--- config.mk ---
export PLATFORM = sky130hd
export DESIGN_NAME = pipe_hazard_ctrl
export DESIGN_NICKNAME = d
export VERILOG_FILES = /design/src/rtl/pipe_hazard_ctrl_pkg.sv /design/src/rtl/pipe_hazard_ctrl_sat_counter.sv /design/src/rtl/pipe_hazard_ctrl.sv
export SDC_FILE = /design/constraint.sdc
export NUM_CORES = 1
export LEC_CHECK = 0
export ABC_CLOCK_PERIOD_IN_PS = 3800
export CORE_UTILIZATION = 49
export DETAILED_ROUTE_END_ITERATION = 10
export HOLD_SLACK_MARGIN = 0.08
export PLACE_DENSITY = 0.83
export SETUP_SLACK_MARGIN = 0.3
export SLEW_MARGIN = 20
export SYNTH_ARGS = -nofsm -noshare
export SYNTH_HDL_FRONTEND = slang
export SYNTH_SLANG_ARGS = --single-unit
--- constraint.sdc ---
create_clock -name clk -period 3.8 [get_ports clk]
set_input_delay 0.76 -clock clk [delete_from_list [all_inputs] [get_ports clk]]
set_output_delay 0.76 -clock clk [all_outputs]
set_load 0.1 [all_outputs]
--- src/rtl/pipe_hazard_ctrl_pkg.sv ---
// Shared opcode and forward-select encodings for the 4-stage pipeline
// sequencing controller and its helpers.
package pipe_hazard_ctrl_pkg;

    localparam logic [1:0] OP_ALU_OUT = 2'b00;
    localparam logic [1:0] OP_ALU     = 2'b01;
    localparam logic [1:0] OP_NOP     = 2'b10;
    localparam logic [1:0] OP_JMP     = 2'b11;

    localparam logic [1:0] FWD_RF = 2'b00;
    localparam logic [1:0] FWD_EX = 2'b01;
    localparam logic [1:0] FWD_WB = 2'b10;

    // Only the two ALU flavours write the register file.
    function automatic logic op_writes(input logic [1:0] op);
        return (op == OP_ALU_OUT) || (op == OP_ALU);
    endfunction

endpackage

--- src/rtl/pipe_hazard_ctrl_sat_counter.sv ---
// Saturating up-counter with asynchronous active-low clear; holds at
// all-ones instead of wrapping.
module sat_counter
    import pipe_hazard_ctrl_pkg::*;
#(
    parameter int CNT_W = 8
) (
    input  logic             clk,
    input  logic             rst_n,
    input  logic             inc,
    output logic [CNT_W-1:0] count
);

    logic at_max;

    assign at_max = (count == {CNT_W{1'b1}});

    always_ff @(posedge clk or negedge rst_n) begin
        if (!rst_n) begin
            count <= '0;
        end else if (inc && !at_max) begin
            count <= count + CNT_W'(1);
        end
    end

endmodule

--- src/rtl/pipe_hazard_ctrl.sv ---
// Hazard/sequencing controller: shadows EX and WB, derives stall, jump
// redirect/flush, operand forwarding selects and the two perf counters.
module pipe_hazard_ctrl
    import pipe_hazard_ctrl_pkg::*;
#(
    parameter int REG_AW = 3,
    parameter int CNT_W  = 8
) (
    input  logic              clk,
    input  logic              rst_n,
    input  logic              id_valid,
    input  logic [1:0]        id_opcode,
    input  logic [REG_AW-1:0] id_rs,
    input  logic [REG_AW-1:0] id_rt,
    input  logic [REG_AW-1:0] id_rd,
    input  logic              out_ready,
    output logic              pc_en,
    output logic              ifid_en,
    output logic              ifid_flush,
    output logic              pc_jmp_select,
    output logic [1:0]        fwd_a,
    output logic [1:0]        fwd_b,
    output logic              ex_valid,
    output logic              wb_valid,
    output logic              wb_reg_write,
    output logic              out_valid,
    output logic [CNT_W-1:0]  jump_cnt,
    output logic [CNT_W-1:0]  stall_cnt
);

    logic [1:0]        ex_op;
    logic [REG_AW-1:0] ex_rd;
    logic [1:0]        wb_op;
    logic [REG_AW-1:0] wb_rd;

    logic stall;
    logic jump_take;
    logic ex_fwd_ok;
    logic wb_fwd_ok;

    // An output instruction parked in WB blocks the whole pipe until the
    // port accepts it; nothing else can stall.
    assign stall     = wb_valid && (wb_op == OP_ALU_OUT) && !out_ready;
    assign jump_take = id_valid && (id_opcode == OP_JMP) && !stall;

    assign pc_en         = !stall;
    assign ifid_en       = !stall;
    assign pc_jmp_select = jump_take;
    assign ifid_flush    = jump_take;

    assign out_valid    = wb_valid && (wb_op == OP_ALU_OUT);
    assign wb_reg_write = wb_valid && op_writes(wb_op) && !stall;

    // ---- ID -> EX -> WB shadow stages ----
    always_ff @(posedge clk or negedge rst_n) begin
        if (!rst_n) begin
            ex_valid <= 1'b0;
            ex_op    <= 2'b00;
            ex_rd    <= '0;
            wb_valid <= 1'b0;
            wb_op    <= 2'b00;
            wb_rd    <= '0;
        end else if (!stall) begin
            ex_valid <= id_valid;
            ex_op    <= id_opcode;
            ex_rd    <= id_rd;
            wb_valid <= ex_valid;
            wb_op    <= ex_op;
            wb_rd    <= ex_rd;
        end
    end

    // ---- forwarding (EX is younger, so it wins over WB) ----
    assign ex_fwd_ok = ex_valid && op_writes(ex_op);
    assign wb_fwd_ok = wb_valid && op_writes(wb_op);

    always_comb begin
        fwd_a = FWD_RF;
        fwd_b = FWD_RF;
        if (ex_fwd_ok && (ex_rd == id_rs)) begin
            fwd_a = FWD_EX;
        end else if (wb_fwd_ok && (wb_rd == id_rs)) begin
            fwd_a = FWD_WB;
        end
        if (ex_fwd_ok && (ex_rd == id_rt)) begin
            fwd_b = FWD_EX;
        end else if (wb_fwd_ok && (wb_rd == id_rt)) begin
            fwd_b = FWD_WB;
        end
    end

    // ---- performance counters ----
    sat_counter #(
        .CNT_W (CNT_W)
    ) u_jump_cnt (
        .clk   (clk),
        .rst_n (rst_n),
        .inc   (jump_take),
        .count (jump_cnt)
    );

    sat_counter #(
        .CNT_W (CNT_W)
    ) u_stall_cnt (
        .clk   (clk),
        .rst_n (rst_n),
        .inc   (stall),
        .count (stall_cnt)
    );

endmodule

[Word level (Yosys, flattened, before mapping)]
Index checks and enable logic that the tools add are counted.
Storage, ports and cells
  bits in registers: 28
  output and inout port bits: 28
  logic and storage cells: 44
Cells by class
  add/subtract/negate cells: 2
  equal/unequal tests: 9
  multiplexer cells: 4
  reductions and logical operators: 21
Operators by type and width (count)
  adder 8 x 1 -> 8 bit (second input constant): 2
  equality test 8 bit (second input constant): 2
  logical AND 1 bit: 13
  equality test 3 bit: 4
  two-way mux 2 bit: 4
  equality test 2 x 1 -> 1 bit (second input constant): 2
  logical NOT 1 bit: 4
  logical NOT 2 bit: 2
  equality test 2 bit (second input constant): 1
  logical OR 1 bit: 2

[Longest topological paths before layout]
Gate-level depths: netlist of the first run.
  depth after elaboration: 6
  depth in mapped cells: 5

[Cells and area by module]
Synthesis of the first run repeated with hierarchy kept, for this count alone.
Unflattened totals
  cell total of the unflattened synthesis: 123
  area, all modules: 1437.6 µm²
Modules (own cells, without submodules)
  sat_counter: times used 2, cells an instance 35, area an instance 390.4 µm², seq. area each 200.2 µm²
  pipe_hazard_ctrl: times used 1, cells an instance 53, area an instance 656.9 µm², seq. area each 300.3 µm²

[Worst setup path before layout of the first run]
No wires, ideal clock.
  path kind: register to output
  start: register ex_valid
  end: output port fwd_b[1]
  arrival: 5.739 ns
  data required time: 3.040 ns
  setup slack: -2.699 ns
  cell stages (with the launch flop): 4
  buffers on the path: 0
  cells stage by stage: dfrtp_1 > nand2b_1 > nor4_1 > nor2_1
On the way
  longest elaborated chain between the ends: 3
RTL lines
  start: declaration: line pipe_hazard_ctrl.sv:23  | output logic ex_valid,
  start signal: assignment: line pipe_hazard_ctrl.sv:64  | ex_valid <= id_valid;
  logical AND 1 bit: line pipe_hazard_ctrl.sv:74  | assign ex_fwd_ok = ex_valid && op_writes(ex_op);
  logical AND 1 bit: line pipe_hazard_ctrl.sv:85  | if (ex_fwd_ok && (ex_rd == id_rt)) begin
  two-way mux 2 bit: line pipe_hazard_ctrl.sv:85
  end: declaration: line pipe_hazard_ctrl.sv:22  | output logic [1:0] fwd_b,
No other way between the ends.

[Worst setup path after layout of the first run]
  start: register wb_op[0]
  end: output port out_valid
On the way
  longest elaborated chain between the ends: 2
RTL lines
  start: declaration: line pipe_hazard_ctrl.sv:33  | logic [1:0] wb_op;
  start signal: assignment: line pipe_hazard_ctrl.sv:68  | wb_op <= ex_op;
  logical NOT 2 bit: line pipe_hazard_ctrl.sv:51  | assign out_valid = wb_valid && (wb_op == OP_ALU_OUT);
  logical AND 1 bit: line pipe_hazard_ctrl.sv:51
  end: declaration: line pipe_hazard_ctrl.sv:26  | output logic out_valid,
No other way between the ends.

==> results of run 1 <==
-- registers in the layout, indices dropped and copies added (netlist names) --
name,flops
wb_op,2
u_jump_cnt.count,8
wb_valid,1
ex_op,2
ex_valid,1
ex_rd,3
u_stall_cnt.count,8
wb_rd,3
-- cells by family (layout without fill, tap and decap cells) --
kind of cell | Yosys count | after routing | share of synthesized area
AOI/OAI and AO/OA | 11 | 11 | 0.05720
xor gates and xnor gates | 20 | 20 | 0.1251
and+or+nand+nor | 70 | 70 | 0.2458
adders and majority gates | 2 | 2 | 0.01787
DFF | 28 | 28 | 0.5004
muxes | 3 | 3 | 0.02413
buffers and inverters | 9 | 53 | 0.02948
-- stage by stage --
step	total power, mW	cell area, sq um	hold WS, ns	cells
5_1_grt	1.268	1944	0.5354	218
4_1_cts	1.222	1944	0.5011	218
3_3_place_gp	1.059	1908	0.4430	214
6_report	1.212	1944	0.4967	218
2_1_floorplan	0.9033	1441	0.4304	143
3_5_place_dp	1.075	1908	0.4647	214
-- routing by layer --
layer	share of wire	wire, um	GRT usage	vias to the layer above
li1	-	-	-	560
met1	0.44	1315	0.2720	558
met2	0.50	1470	0.3632	32
met3	0.045	133	0.03747	4
met4	0.014	41	0.08571	0
met5	0	0	0	-
-- worst reg2reg max path, cell delays in order, from the launching register on --
cell and delay, ns:
dfrtp_1 0.45, nor4b_4 0.33, buf_4 0.27, nand2_1 0.07, nor3_1 0.17, mux2_1 0.34
-- final cells by class --
cell class / instances / area (sq um)
clock buffer: 4 / 36.28
fill: 213 / 789.5
inverter: 5 / 18.77
multi-input combinational: 106 / 698.2
sequential: 28 / 701.9
tap: 31 / 38.79
timing repair buffer: 44 / 450.4
-- power breakdown --
part           leakage [nW]  switching [mW]  internal (mW)  total, mW
Clock                0.0210          0.0873         0.0588      0.146
Sequential            0.346          0.0674          0.353      0.420
Combinational         0.509           0.480          0.166      0.646
Total                 0.876           0.635          0.577       1.21
-- cells in the mapped netlist --
cell type and instances:
clkbuf_1 2, a21oi_1 6, nand4_1 4, nor3b_1 1, o21ai_1 1, nor3_1 4
buf_4 2, nand3_1 7, ha_1 2, o211a_1 1, dfrtp_1 28, inv_2 1
nand2b_1 2, nand2_1 32, o211ai_4 1, or4_1 1, nor2b_1 1, o21a_1 1
nor2_2 1, and2_1 4, xnor2_1 9, nor4_1 2, and3_1 2, inv_1 4
nor2_1 8, mux2_1 3, a31oi_1 1, nor4b_4 1, xor2_1 11
-- path summary, 6_finish.rpt --
path	endpoint	depth (start not counted)
min	ex_op[0]	2
max in group asynchronous	u_stall_cnt.count[7]	2
max	out_valid	2
min in group asynchronous	u_jump_cnt.count[2]	1
max reg2reg	u_stall_cnt.count[7]	5
min reg2reg	ex_op[0]	2
==> summary.txt, run 1 <==
Run status
  – Status: completed

Power and ir drop
  – Leakage: 0.8761 nW
  – Peak supply drop: about 0.71 mV
  – Cell Pwr Density: 623.3 nW/um^2

Critical path
  – Buf/Inv on CP: 1
  – Critical Path Source: wb_op[0]
  – Crit Path Max Fanout: 2
  – Req. time, crit path: a little over 3 ns
  – Reg-to-Reg Start: wb_op[0]
  – Slowest-stage cell, CP: clkdlybuf4s50_1
  – Setup crit start kind: flop
  – CP max stage delay: 1.14 ns
  – Worst setup path class: reg2out
  – Arrival time worst endpoint: 2.10 ns
  – Crit. End Element: primary output
  – Reg2Reg Setup Slack: 2.09 ns
  – Cell family with most CP delay: buffers and inverters
  – Worst path cell trace: nor3b_2 -> clkdlybuf4s50_1

GRT
  – Initial antenna violation count: 0
  – Vias in the first global route: ~1,100
  – Congestion Overflow GR: 0
  – Pin count of the biggest net entering global routing: 20
  – First-pass GRT wire length: about 5200 um
  – All-Layer GR Usage: 0.2141

Detailed routing
  – WL final: 2960 um
  – DR iter-0 viols: 38
  – Vias: roughly 1,200
  – Post-DR vias/cell: approximately 5.3
  – Post-DRT Antenna Nets: 0
  – WL/cell: ~14 um
  – DRC viols: 0
  – Drt first pass iters: 4

CTS
  – Num CTS Buffers: 3
  – CTS Hold Bufs: 0
  – CTS tree: yes
  – H-tree depth: 1
  – # clock sinks: 28
  – Clk slew on worst S/H paths: approximately 0.15 ns
  – Clk buf depth: 2
  – Worst skew pair latency: between 0.3 and 0.4 ns
  – Post-CTS Setup Inserts: 0
  – Clk Tree Root Cell: clkbuf_4
  – Post-CTS sizing: 0

Timing
  – Setup violators final: 0
  – Worst-Margin Slew: 0.9819 ns
  – Final critical-path required period: ~2.9 ns
  – Slew HR: 0.3433
  – Period utilization: 0.7534
  – Max Freq: around 350 MHz
  – Setup ws final: ~0.94 ns
  – Worst Skew: between 0.01 and 0.015 ns
  – Final Hold Fails: 0
  – Slew Viols, Final: 0
  – RSZ-0062 raised after global routing: no
  – Setup TNS: 0 ns

Yosys
  – Number of synthesized register bits: 28
  – Synth area leader: dfrtp_1
  – Post-synthesis sequential area ratio: 0.5004
  – Mapped Cells: around 140
  – Yosys cell types: 29
  – Mapped cell area: about 1400 sq um
  – Synth area leaders: dfrtp_1, nand2_1, xor2_1
  – Syn avg cell area: between 9 and 10 sq um
  – Synthesized Nets: 160
  – Post-synth top area share: 0.5004
  – Synth warn: 0

Floorplanning
  – Initial Utilization: 0.5121
  – Cell Rows: 19
  – Die span in x: approximately 55 um
  – Core area: roughly 2700 sq um
  – DIE AREA: just over 3000 sq um
  – Die H: 55.46 um
  – # IOs: 43

Finish
  – ANT cells: 0
  – Commonest non-fill, non-tap cell in the layout: clkdlybuf4s50_1
  – Synthesis-to-layout area growth: 38.87%
  – Commonest cells after routing, fill and taps aside: clkdlybuf4s50_1, nand2_1, dfrtp_1
  – Fin util: 0.7112
  – Nets: ~210
  – Layout cells sized above 1: 0.1337

Placement
  – Dpl hpwl: between 2000 and 2500 um
  – Gpl congestion: between 0.7 and 0.8
  – Dpl ws: between 0.9 and 1 ns
  – I/O Buffers: 42

Worst hold path
  – Min-delay src: ex_op[0]
  – Tightest Hold Check Type: reg2reg

Run
  – Max-Cap Viols: 0
Note: power is estimated with default switching activity, not from simulation.
==> run 2, diff against run 1 <==
--- a/config.mk
+++ b/config.mk
@@ -5,11 +5,11 @@
 export SDC_FILE = /design/constraint.sdc
 export NUM_CORES = 1
 export LEC_CHECK = 0
-export ABC_CLOCK_PERIOD_IN_PS = 3800
-export CORE_UTILIZATION = 49
+export ABC_CLOCK_PERIOD_IN_PS = 2400
+export CORE_UTILIZATION = 41
 export DETAILED_ROUTE_END_ITERATION = 10
 export HOLD_SLACK_MARGIN = 0.08
-export PLACE_DENSITY = 0.83
+export PLACE_DENSITY = 0.74
 export SETUP_SLACK_MARGIN = 0.3
 export SLEW_MARGIN = 20
 export SYNTH_ARGS = -nofsm -noshare
==> constraint.sdc (replaced) <==
create_clock -name clk -period 2.4 [get_ports clk]
set_input_delay 0.48 -clock clk [delete_from_list [all_inputs] [get_ports clk]]
set_output_delay 0.48 -clock clk [all_outputs]
set_load 0.1 [all_outputs]
==> summary.txt, run 2 (synthesis results as in run 1) <==
Run status
  – Status: completed

CTS
  – Clk Tree Root Cell: clkbuf_4
  – CTS Hold Bufs: 0 (unchanged)
  – Clk buf depth: 2 (unchanged)
  – # clock sinks: 28 (unchanged)
  – H-tree depth: 1 (unchanged)
  – CTS tree: yes
  – Clk slew on worst S/H paths: 0.16 ns (about the same)
  – Num CTS Buffers: 3 (unchanged)
  – Worst skew pair latency: 0.33 ns (about the same)

GRT
  – Vias in the first global route: 1,106 (-3.6%)
  – Congestion Overflow GR: 0 (unchanged)
  – Initial antenna violation count: 0 (unchanged)
  – First-pass GRT wire length: 5016 um (-3.7%)
  – All-Layer GR Usage: 0.1858 (-0.02834)
  – Pin count of the biggest net entering global routing: 21 (+5.0%)

Floorplanning
  – DIE AREA: 3652 sq um (+19%)
  – Cell Rows: 20 (+1)
  – Die span in x: 60.44 um (+9.0%)
  – Die H: 60.44 um (+9.0%)
  – # IOs: 43 (unchanged)
  – Initial Utilization: 0.4440 (-0.06808)
  – Core area: 3153 sq um (+15%)

Detailed routing
  – WL final: 3027 um (+2.3%)
  – Post-DRT Antenna Nets: 0 (unchanged)
  – DRC viols: 0 (unchanged)
  – WL/cell: 12.77 um (-5.9%)
  – Drt first pass iters: 4 (unchanged)
  – Post-DR vias/cell: 4.764 (-10%)
  – DR iter-0 viols: 24 (-37%)
  – Vias: 1,129 (-2.2%)

Finish
  – ANT cells: 0 (unchanged)
  – Synthesis-to-layout area growth: 52.81%
  – Nets: 211 (+2.9%)
  – Top flop regs: u_jump_cnt.count: 8 flops, u_stall_cnt.count: 8 flops
  – Post-Layout Inst Area: 2140 sq um (+10%)
  – Register area: 719.4 sq um (+2.5%)
  – Area of the multi-input gates: 768.2 sq um (+10%)
  – Commonest cells after routing, fill and taps aside: nand2_1, buf_4, dfrtp_1
  – Fin util: 0.6786 (-0.03264)
  – Commonest non-fill, non-tap cell in the layout: nand2_1
  – Layout cells sized above 1: 0.3523 (+0.2186)
  – Filler cells: 261 (+23%)

Power and ir drop
  – Peak supply drop: 0.8381 mV (+19%)
  – Cell Pwr Density: 940.2 nW/um^2 (+51%)
  – Leakage: 0.9741 nW (+11%)

Critical path
  – Worst-case reg-to-reg path depth: 6 (+1)
  – Req. time, crit path: 1.92 ns (-1.12 ns)
  – Crit. End Element: primary output
  – Setup crit start kind: primary input
  – Worst setup path class: in2out
  – Arrival time worst endpoint: 1.58 ns (-0.52 ns)
  – Crit Path Max Fanout: 2 (unchanged)

Timing
  – Final critical-path required period: a little over 2 ns
  – Worst-Margin Slew: 0.4107 ns (-0.5712 ns)
  – Max Freq: a little under 500 MHz
  – Setup violators final: 0 (unchanged)
  – Final Hold Fails: 0 (unchanged)
  – Slew Viols, Final: 0 (unchanged)
  – Slew HR: 0.7254 (+0.3820)
  – Worst Skew: 0.01707 ns (+0.004634 ns)
  – RSZ-0062 raised after global routing: yes
  – Period utilization: 0.8590

Worst hold path
  – Tightest Hold Check Type: in2async

Placement
  – I/O Buffers: 42 (unchanged)
  – Placed Area: 2019 sq um (+5.8%)
  – Gpl congestion: 0.7555 (-5.3%)
  – Dpl hpwl: 2301 um (-0.75%)

Run
  – Max-Cap Viols: 0 (unchanged)
[run 2: metal layers]
layer / share of wire / track usage / routed length (um) / up-vias
met5: 0 / 0 / 0 / -
met4: 0.014 / 0.07792 / 43 / 0
met3: 0.039 / 0.02345 / 118 / 6
met2: 0.49 / 0.3046 / 1493 / 29
met1: 0.45 / 0.2500 / 1372 / 525
li1: - / - / - / 569
[run 2: worst paths after layout]
check | from | to | slack [ns]
setup / recovery | id_rt[2] | fwd_b[1] | 0.34
hold / removal | rst_n | u_jump_cnt.count[0] | 0.42
setup reg to reg | wb_op[1] | u_stall_cnt.count[7] | 0.57
hold reg to reg | ex_op[0] | wb_op[0] | 0.49
max in group asynchronous | rst_n | ex_rd[0] | 1.34
min in group clk | ex_op[0] | wb_op[0] | 0.49
[run 2: worst max-delay path: stages]
cell,delay (ns)
dlygate4sd2_1,0.28
xor2_2,0.19
nor4_4,0.24
buf_4,0.18
nor2_4,0.04
buf_12,0.16
[run 2: layout make-up]
cell class / instances / share of cell area
clock buffers: 3 / 0.01053
clock inverters: 1 / 0.01404
inverters: 5 / 0.008772
well taps: 44 / 0.02573
flip-flops and latches: 28 / 0.3363
repair buffers: 50 / 0.2456
multi-input cells: 106 / 0.3591
[run 2: report_power, final]
part	internal (mW)	switching, mW	total, mW
combinational	0.262	0.763	1.03
sequential	0.570	0.111	0.680
clock	0.169	0.137	0.306
[run 2: what timing repair did]
action | in CTS | in global routing
buffers inserted | 4 | 1
hold endpoints to repair | 0 | 0
endpoints found under the setup margin | 8 | 7
pin swaps | 5 | 3
gates resized for setup | 14 | 3
[run 2: stage by stage]
step                      TNS, ns  hold slack [ns]  total power [mW]  setup WS, ns  cells
after floorplan           -0.5217           0.1844             1.463       -0.2737    143
after global placement          0           0.4457             1.694        0.1067    228
after detailed placement        0           0.4630             1.710       0.08589    228
after CTS                       0           0.4337             2.024        0.2946    236
after global routing            0           0.4391             2.102        0.2511    237
final                           0           0.4208             2.012        0.3383    237
